<file path="src/rtl/rom_map_pkg.sv">
// DigDug ROM download layout and load-sequencer state encoding.
package rom_map_pkg;

  localparam int MAP_NREG = 8;
  localparam int MAP_AW   = 25;

  // Region order: CPU0, CPU1, CPU2, fg gfx, bg gfx, sprite gfx, palette/lookup PROMs, sound PROM
  localparam logic [MAP_NREG-1:0][MAP_AW-1:0] REG_BASE = {
    25'h0_8A20,  // sound PROM
    25'h0_8800,  // palette + lookup PROMs
    25'h0_7800,  // sprite gfx
    25'h0_6800,  // bg gfx
    25'h0_6000,  // fg gfx
    25'h0_5000,  // CPU2
    25'h0_4000,  // CPU1
    25'h0_0000   // CPU0
  };

  localparam logic [MAP_AW-1:0] TOTAL_BYTES = 25'h0_8B20;

  typedef enum logic [1:0] {
    ST_IDLE = 2'd0,
    ST_LOAD = 2'd1,
    ST_HOLD = 2'd2,
    ST_RUN  = 2'd3
  } ld_state_e;

endpackage

</file>
<file path="src/rtl/rom_region_dec.sv">
// Registered download-address decoder: one-hot region strobe plus region-relative offset.
module rom_region_dec
  import rom_map_pkg::*;
#(
  parameter int NREG   = 8,
  parameter int ADDR_W = 25,
  parameter int OFS_W  = 16
) (
  input  logic              clk_sys,
  input  logic              rst_n,
  input  logic              wr_en,
  input  logic [ADDR_W-1:0] addr,
  output logic              hit,
  output logic [NREG-1:0]   wr_oh,
  output logic [OFS_W-1:0]  ofs
);

  localparam int SEL_W = (NREG > 1) ? $clog2(NREG) : 1;

  logic [SEL_W-1:0] sel;

  // Bases ascend, so the last base not above addr is the owning region.
  always_comb begin
    sel = '0;
    for (int i = 1; i < NREG; i++)
      if (addr >= ADDR_W'(REG_BASE[i])) sel = SEL_W'(i);
  end

  assign hit = (addr < ADDR_W'(TOTAL_BYTES));

  always_ff @(posedge clk_sys or negedge rst_n) begin
    if (!rst_n) begin
      wr_oh <= '0;
      ofs   <= '0;
    end else begin
      wr_oh <= '0;
      if (wr_en && hit) begin
        wr_oh[sel] <= 1'b1;
        ofs        <= OFS_W'(addr - ADDR_W'(REG_BASE[sel]));
      end
    end
  end

endmodule

</file>
<file path="src/rtl/rom_load_ctrl.sv">
// HPS ROM download sequencer for the DigDug core: region strobes, order/length check, core reset hold.
// Optional ROM_CKSUM_EN builds an additive checksum of written bytes; otherwise cksum is tied low.
module rom_load_ctrl
  import rom_map_pkg::*;
#(
  parameter int NREG     = 8,
  parameter int ADDR_W   = 25,
  parameter int OFS_W    = 16,
  parameter int HOLD_CYC = 1024
) (
  input  logic              clk_sys,
  input  logic              RESET_N,
  input  logic              dl_active,
  input  logic              dl_wr,
  input  logic [ADDR_W-1:0] dl_addr,
  input  logic [7:0]        dl_data,
  output logic [NREG-1:0]   rom_wr,
  output logic [OFS_W-1:0]  rom_addr,
  output logic [7:0]        rom_data,
  output logic              core_rst,
  output logic              load_done,
  output logic              load_err,
  output logic [15:0]       cksum
);

  localparam int CNT_W = 17;
  localparam int HC_W  = $clog2(HOLD_CYC + 1);

  ld_state_e        state_q, state_d;
  logic [CNT_W-1:0] byte_cnt;
  logic [HC_W-1:0]  hold_cnt;
  logic             err_q;
  logic             enter, accept, hit, hold_end, img_ok;

  always_ff @(posedge clk_sys or negedge RESET_N) begin
    if (!RESET_N) state_q <= ST_IDLE;
    else          state_q <= state_d;
  end

  always_comb begin
    state_d = state_q;
    if (dl_active && state_q != ST_LOAD) state_d = ST_LOAD;
    else begin
      case (state_q)
        ST_LOAD: if (!dl_active) state_d = ST_HOLD;
        ST_HOLD: if (hold_end)   state_d = img_ok ? ST_RUN : ST_IDLE;
        default: ;
      endcase
    end
  end

  always_comb begin
    enter    = dl_active && (state_q != ST_LOAD);
    accept   = (state_q == ST_LOAD) && dl_wr;
    hold_end = (state_q == ST_HOLD) && (hold_cnt == HC_W'(HOLD_CYC - 1));
    img_ok   = !err_q && (MAP_AW'(byte_cnt) == TOTAL_BYTES);
  end

  rom_region_dec #(
    .NREG   (NREG),
    .ADDR_W (ADDR_W),
    .OFS_W  (OFS_W)
  ) u_dec (
    .clk_sys (clk_sys),
    .rst_n   (RESET_N),
    .wr_en   (accept),
    .addr    (dl_addr),
    .hit     (hit),
    .wr_oh   (rom_wr),
    .ofs     (rom_addr)
  );

  // core_rst follows the next state so it rises on the same edge LOAD is registered.
  always_ff @(posedge clk_sys or negedge RESET_N) begin
    if (!RESET_N) begin
      byte_cnt  <= '0;
      hold_cnt  <= '0;
      err_q     <= 1'b0;
      rom_data  <= '0;
      core_rst  <= 1'b1;
      load_done <= 1'b0;
      load_err  <= 1'b0;
    end else begin
      core_rst <= (state_d != ST_RUN);
      if (enter) begin
        byte_cnt  <= '0;
        hold_cnt  <= '0;
        err_q     <= 1'b0;
        load_done <= 1'b0;
        load_err  <= 1'b0;
      end else begin
        if (accept) begin
          if (byte_cnt != '1) byte_cnt <= byte_cnt + 1'b1;
          if (!hit || dl_addr != ADDR_W'(byte_cnt)) err_q <= 1'b1;
          if (hit) rom_data <= dl_data;
        end
        if (state_q == ST_HOLD) hold_cnt <= hold_cnt + 1'b1;
        if (state_q == ST_HOLD && state_d == ST_RUN)  load_done <= 1'b1;
        if (state_q == ST_HOLD && state_d == ST_IDLE) load_err  <= 1'b1;
      end
    end
  end

`ifdef ROM_CKSUM_EN
  always_ff @(posedge clk_sys or negedge RESET_N) begin
    if (!RESET_N)          cksum <= '0;
    else if (enter)        cksum <= '0;
    else if (accept && hit) cksum <= cksum + {8'h00, dl_data};
  end
`else
  assign cksum = 16'h0000;
`endif

endmodule
</file>
<file path="config.mk">
export PLATFORM = sky130hd
export DESIGN_NAME = rom_load_ctrl
export DESIGN_NICKNAME = d
export VERILOG_FILES = /design/src/rtl/rom_map_pkg.sv /design/src/rtl/rom_region_dec.sv /design/src/rtl/rom_load_ctrl.sv
export SDC_FILE = /design/constraint.sdc
export NUM_CORES = 1
export LEC_CHECK = 0
export CORE_MARGIN = 2
export CORE_UTILIZATION = 39
export DETAILED_ROUTE_END_ITERATION = 6
export GPL_TIMING_DRIVEN = 0
export PLACE_DENSITY = 0.73
export SKIP_CTS_REPAIR_TIMING = 1
export SLEW_MARGIN = 30
export SYNTH_ARGS = -nofsm -noshare
export SYNTH_HDL_FRONTEND = slang
export SYNTH_SLANG_ARGS = --single-unit
</file>
<file path="constraint.sdc">
create_clock -name clk_sys -period 2.3 [get_ports clk_sys]
set_input_delay 0.23 -clock clk_sys [delete_from_list [all_inputs] [get_ports clk_sys]]
set_output_delay 0.23 -clock clk_sys [all_outputs]
set_load 0.05 [all_outputs]
</file>
[Word-level counts from Yosys, hierarchy flattened]
Memory sizes are Yosys's and may differ from the RTL's.
Index checks and enable logic that the tools add are counted.
Word-level totals
  flip-flop bits (word level): 66
  bits in latches: 0
  RAM bits: 0
  bits in read-only memories: 200
  output and inout bits: 51
  word-level logic and storage cells: 83
  memories: 1
Memories
  (no name shown): words 8, width 25, rd ports 1, clocked after memory_dff 0, write ports 0, line rom_region_dec.sv:39  | ofs <= OFS_W'(addr - ADDR_W'(REG_BASE[sel]));
Operators by class
  add/subtract/negate cells: 3
  multipliers: 0
  div/mod/pow operators: 0
  order comparisons: 10
  equality and inequality tests: 9
  shift-type cells: 0
  muxes and demuxes: 28
  bitwise gates (word level): 1
  reduce and logical (&&, ||, !) cells: 21
Operator list (number)
  greater-or-equal comparator 25 x 15 -> 1 bit (second input constant): 5
  two-way mux 17 bit: 3
  greater-or-equal comparator 25 x 16 -> 1 bit (second input constant): 2
  < comparator 25 x 16 -> 1 bit (second input constant): 1
  != test 25 x 17 -> 1 bit: 1
  two-way mux 11 bit: 2
  two-way mux 3 bit: 6
  adder 17 x 1 -> 17 bit (second input constant): 1
  equality test 17 x 16 -> 1 bit (second input constant): 1
  != test 17 bit (second input constant): 1
  two-way mux 16 bit: 1
  subtractor 16 bit: 1
  nonzero test 2 bit: 6
  adder 11 x 1 -> 11 bit (second input constant): 1
  equality test 11 x 10 -> 1 bit (second input constant): 1
  two-way mux 1 bit: 9
  logical AND 1 bit: 8
  two-way mux 2 bit: 4
  two-way mux 8 bit: 1
  equality test 2 bit (second input constant): 2
  < comparator 3 x 4 -> 1 bit (second input constant): 1
  case mux 2 bit (2 select lines): 1
  AND reduction 2 bit: 2
  demux 1 bit (select 3 bit): 1
  9 further kinds: 10

[Depth between registers and ports, before layout]
Gate-level depths: netlist of the first run.
  depth in word-level cells: 13
  depth in mapped cells: 15
  gate-level depth less buffers: 13

[By module]
From an unflattened synthesis of the first run, not the netlist that was laid out.
Unflattened totals
  cells, all modules: 407
  area, all modules: 3901.2 µm²
By module, submodules not included
  rom_load_ctrl: instances 1, cells each 252, area each 2428.6 µm², sequential area each 1052.3 µm²
  rom_region_dec: instances 1, cells each 155, area each 1472.7 µm², sequential area each 600.6 µm²

[Worst setup path before layout of the first run]
OpenSTA, ideal clock, no wires.
  path kind: input to register
  from: input port dl_addr[14]
  to: register u_dec.ofs[15]
  arrival: 3.024 ns
  required time: 2.175 ns
  path slack: -0.849 ns
  cell stages on the path: 14
  path buffers: 1
  path through: clkbuf_1 > nor3b_1 > or3b_1 > o211ai_2 > a21oi_2 > inv_1 > ha_1 > ha_1 > nor3b_1 > o2111ai_1 > a21o_1 > a21oi_1 > xor2_1 > mux2_2
Between the ends
  longest elaborated chain between the ends: 11
  elaborated cells on any way between the ends: 19
RTL lines
  start, declared: line rom_load_ctrl.sv:15  | input logic [ADDR_W-1:0] dl_addr,
  greater-or-equal comparator 25 x 15 -> 1 bit: line rom_region_dec.sv:26  | if (addr >= ADDR_W'(REG_BASE[i])) sel = SEL_W'(i);
  two-way mux 1 bit: line rom_region_dec.sv:26
  two-way mux 3 bit (6 in series): line rom_region_dec.sv:26
  memory read (8 x 25 bit)
  two-way mux 16 bit (not written as such): line rom_region_dec.sv:39
  subtractor 16 bit: line rom_region_dec.sv:39
  end signal, assigned: line rom_region_dec.sv:39
  end, declared: line rom_region_dec.sv:15  | output logic [OFS_W-1:0] ofs
Parallel ways exist; a longest one is shown, timed or not. The select of a mux whose other input is x is not followed.
A chain may end at the register's enable or synchronous reset.

[Worst setup path in the final report of the first run]
  from: input port dl_addr[19]
  to: register u_dec.ofs[15]
The elaborated chain is that of the path after synthesis.

==> flow_summary.json, run 1 <==
{
  "rows": 35,
  "yosysSeqAreaShare": 0.436,
  "start_util": 0.406,
  "finalPower_uw": 3360,
  "tightest_slew_ns": 0.525,
  "power.internal_uw": 2290,
  "max_clock_freq_mhz": 335,
  "grt_usage": 0.172,
  "post-route-period-util": 1.30,
  "hold_viol": 0,
  "drtPass1Iterations": 4,
  "syn_area_per_cell_um2": 10.0,
  "clockPowerShare": 0.323,
  "status": "finished, violations left",
  "max_cap_viol_count": 0,
  "num_vias": 3318,
  "worstPathArrival_ns": 3.21,
  "grt_pass1_vias": 3052,
  "cts_max_path_buffers": 2,
  "cts_max_level": 3,
  "clk_pin_slew_ns": 0.08,
  "final_max_slew_viol_count": 0,
  "routedWlPerCell_um": 15.6,
  "swShare": 0.317,
  "power.density_nw_per_um2": 597,
  "start_kind": "input port",
  "synthToLayoutAreaGrowth_pct": 48.4,
  "async_flop_share": 1.00,
  "ys_seq_elements": 66,
  "power_leakage_uw": 0.00260,
  "nets": 565,
  "finish.utilization": 0.603,
  "ys.flop_type": "dfrtp_1",
  "syn-cell-area_um2": 3790,
  "timing.final.ws_setup_ns": -0.685,
  "netlist_instances": 379,
  "grt_first_pass_wirelength_um": 14100,
  "clkLatencyLatePin_ns": 0.35,
  "synth_cell_types": 62,
  "gp_congestion": 0.925,
  "p_seq_frac": 0.390,
  "clock_skew_ns": 0.0103,
  "initialDrtViolationCount": 181,
  "cts.sinks": 66,
  "yosys-top-cells-count": "dfrtp_1, nor2_1, nand2_1, xnor2_1, xor2_1",
  "comb_power_share": 0.287,
  "setup_tns_ns": -4.51,
  "slew_headroom": 0.649,
  "grt_setup_unrepaired": "true",
  "layout-drive-gt1-share": 0.298,
  "peakVddDrop_mv": 0.327,
  "path_class": "in2reg",
  "drtAntennaViolNets": 0,
  "cts_tree": "yes",
  "place_area_um2": 4830,
  "p_sw_uw": 1070,
  "worstPathRequired_ns": 2.53,
  "yosysTopAreaCell": "dfrtp_1",
  "viasPerCell": 5.11,
  "synth_most_common_cell": "dfrtp_1",
  "die_area_um2": 10500,
  "wirelength_um": 10100,
  "io_buffers": 71,
  "antenna_found_initial": 0,
  "setup_viol": 19,
  "end_kind": "register",
  "multiInputGateArea_um2": 2200,
  "min_path_type": "in2reg",
  "fin_crit_ns": 2.99,
  "num_io_pins": 88,
  "dp_hpwl_um": 6950,
  "yosysTopAreaCellShare": 0.429,
  "die_w_um": 103,
  "synth_warnings": 0,
  "grt_overflow": 0,
  "numCtsBuffers": 9,
  "fin_area_um2": 5630,
  "drc": 0,
  "grt_max_degree": 36,
  "synth-edff-count": 0,
  "seqCellArea_um2": 1660,
  "yosys-top-cells-area": "dfrtp_1, xnor2_1, mux2_2, xor2_1, ha_1",
  "coreArea_um2": 9330,
  "die_h_um": 103,
  "cts_root_buffer": "clkbuf_8",
  "violations": "negative setup slack",
  "antennaDiodeCount": 0,
  "crit_fanout": 5,
  "num-fill-cells": 765
}
## power groups by stage
stage | sequential (uW) | combinational (uW) | clock [uW]
finish | 1310 | 964 | 1090
global route | 1320 | 1050 | 1160
CTS | 1300 | 800 | 1110
detailed placement | 1320 | 796 | 0
global placement | 1320 | 769 | 0
floorplan | 1370 | 482 | 0
## kinds of logic after synthesis
kind of cell | count (synthesis) | share of synthesized area
multiplexers | 24 | 0.0700
buffers and inverters | 46 | 0.0654
AO/OA/AOI/OAI | 52 | 0.0921
adder cells (fa/ha/maj) | 13 | 0.0429
AND/OR/NAND/NOR | 131 | 0.186
other | 1 | 0.000989
flip-flops | 66 | 0.436
XOR/XNOR | 46 | 0.106
## area by class of cell
cell class,count,share of cell area
buffer,29,0.0416
clock buffer,11,0.0251
clock inverter,5,0.0138
inverter,15,0.0100
multi-input combinational,282,0.391
sequential,66,0.295
tap,129,0.0287
timing repair buffer,112,0.194
## critical path, cell delays in order
cell,delay (ns)
clkbuf_2,0.08
or4_4,0.57
nor3_4,0.30
and3_1,0.22
buf_6,0.11
nand2_2,0.04
o21ai_1,0.07
a32oi_1,0.12
ha_1,0.36
nand3_1,0.15
o2111ai_2,0.27
a21o_1,0.18
a21oi_2,0.06
xor2_1,0.17
mux2_4,0.28
## layout by cell type (no fill, tap or decap), types with 7 or more instances in the layout
cell type / n
mux2_2: 12
clkbuf_8: 10
inv_1: 14
buf_6: 14
conb_1: 16
mux2_4: 7
buf_4: 50
a21oi_1: 10
xor2_1: 22
dlymetal6s2s_1: 15
nand4_1: 8
clkdlybuf4s50_1: 53
nand3_1: 9
nor2_1: 32
nand2_1: 25
o21ai_0: 11
ha_1: 8
xnor2_1: 23
dfrtp_1: 60
## registers in the layout, summed over array words and instances, names as in the netlist
| name | flops |
|---|---|
| byte_cnt | 17 |
| core_rst | 1 |
| err_q | 1 |
| hold_cnt | 11 |
| load_done | 1 |
| load_err | 1 |
| rom_data | 8 |
| state_q | 2 |
| u_dec.ofs | 16 |
| u_dec.wr_oh | 8 |
## through the flow
step,std cells,hold slack [ns],setup slack [ns]
2_1_floorplan,394,-0.0656,-0.709
3_3_place_gp,594,0.467,-1.48
3_5_place_dp,595,0.193,-1.51
4_1_cts,611,-0.176,-1.15
5_1_grt,649,0.318,-0.827
6_report,649,0.317,-0.685
## per-layer routing
| metal | track usage | wire length, um | up-vias |
|---|---|---|---|
| li1 | - | - | 1566 |
| met1 | 0.200 | 4010 | 1625 |
| met2 | 0.298 | 5180 | 98 |
| met3 | 0.0461 | 571 | 29 |
| met4 | 0.0759 | 361 | 0 |
| met5 | 0 | 0 | - |
## final timing paths
kind                                          from                        end  slack, ns  depth (start not counted)
hold reg to reg               load_err$_DFFE_PN0P_       load_err$_DFFE_PN0P_       0.48                          2
min in group asynchronous                  RESET_N   u_dec.wr_oh[1]$_DFF_PN0_       0.36                          2
setup reg to reg           byte_cnt[6]$_DFFE_PN0P_   byte_cnt[15]$_DFFE_PN0P_      -0.22                         13
max in group asynchronous                  RESET_N         core_rst$_DFF_PN1_       1.36                          3
hold / removal                         dl_addr[10]  u_dec.ofs[10]$_DFFE_PN0P_       0.32                          3
setup / recovery                       dl_addr[19]  u_dec.ofs[15]$_DFFE_PN0P_      -0.69                         15
Power figures use the tool's default switching activity.
==> inputs of run 2 (changes only) <==
--- a/config.mk
+++ b/config.mk
@@ -5,6 +5,7 @@
 export SDC_FILE = /design/constraint.sdc
 export NUM_CORES = 1
 export LEC_CHECK = 0
+export CAP_MARGIN = 25
 export CORE_MARGIN = 2
 export CORE_UTILIZATION = 39
 export DETAILED_ROUTE_END_ITERATION = 6
==> results of run 2 <==
Same layout as run 1: the final DEF is identical, and so are final timing and power.
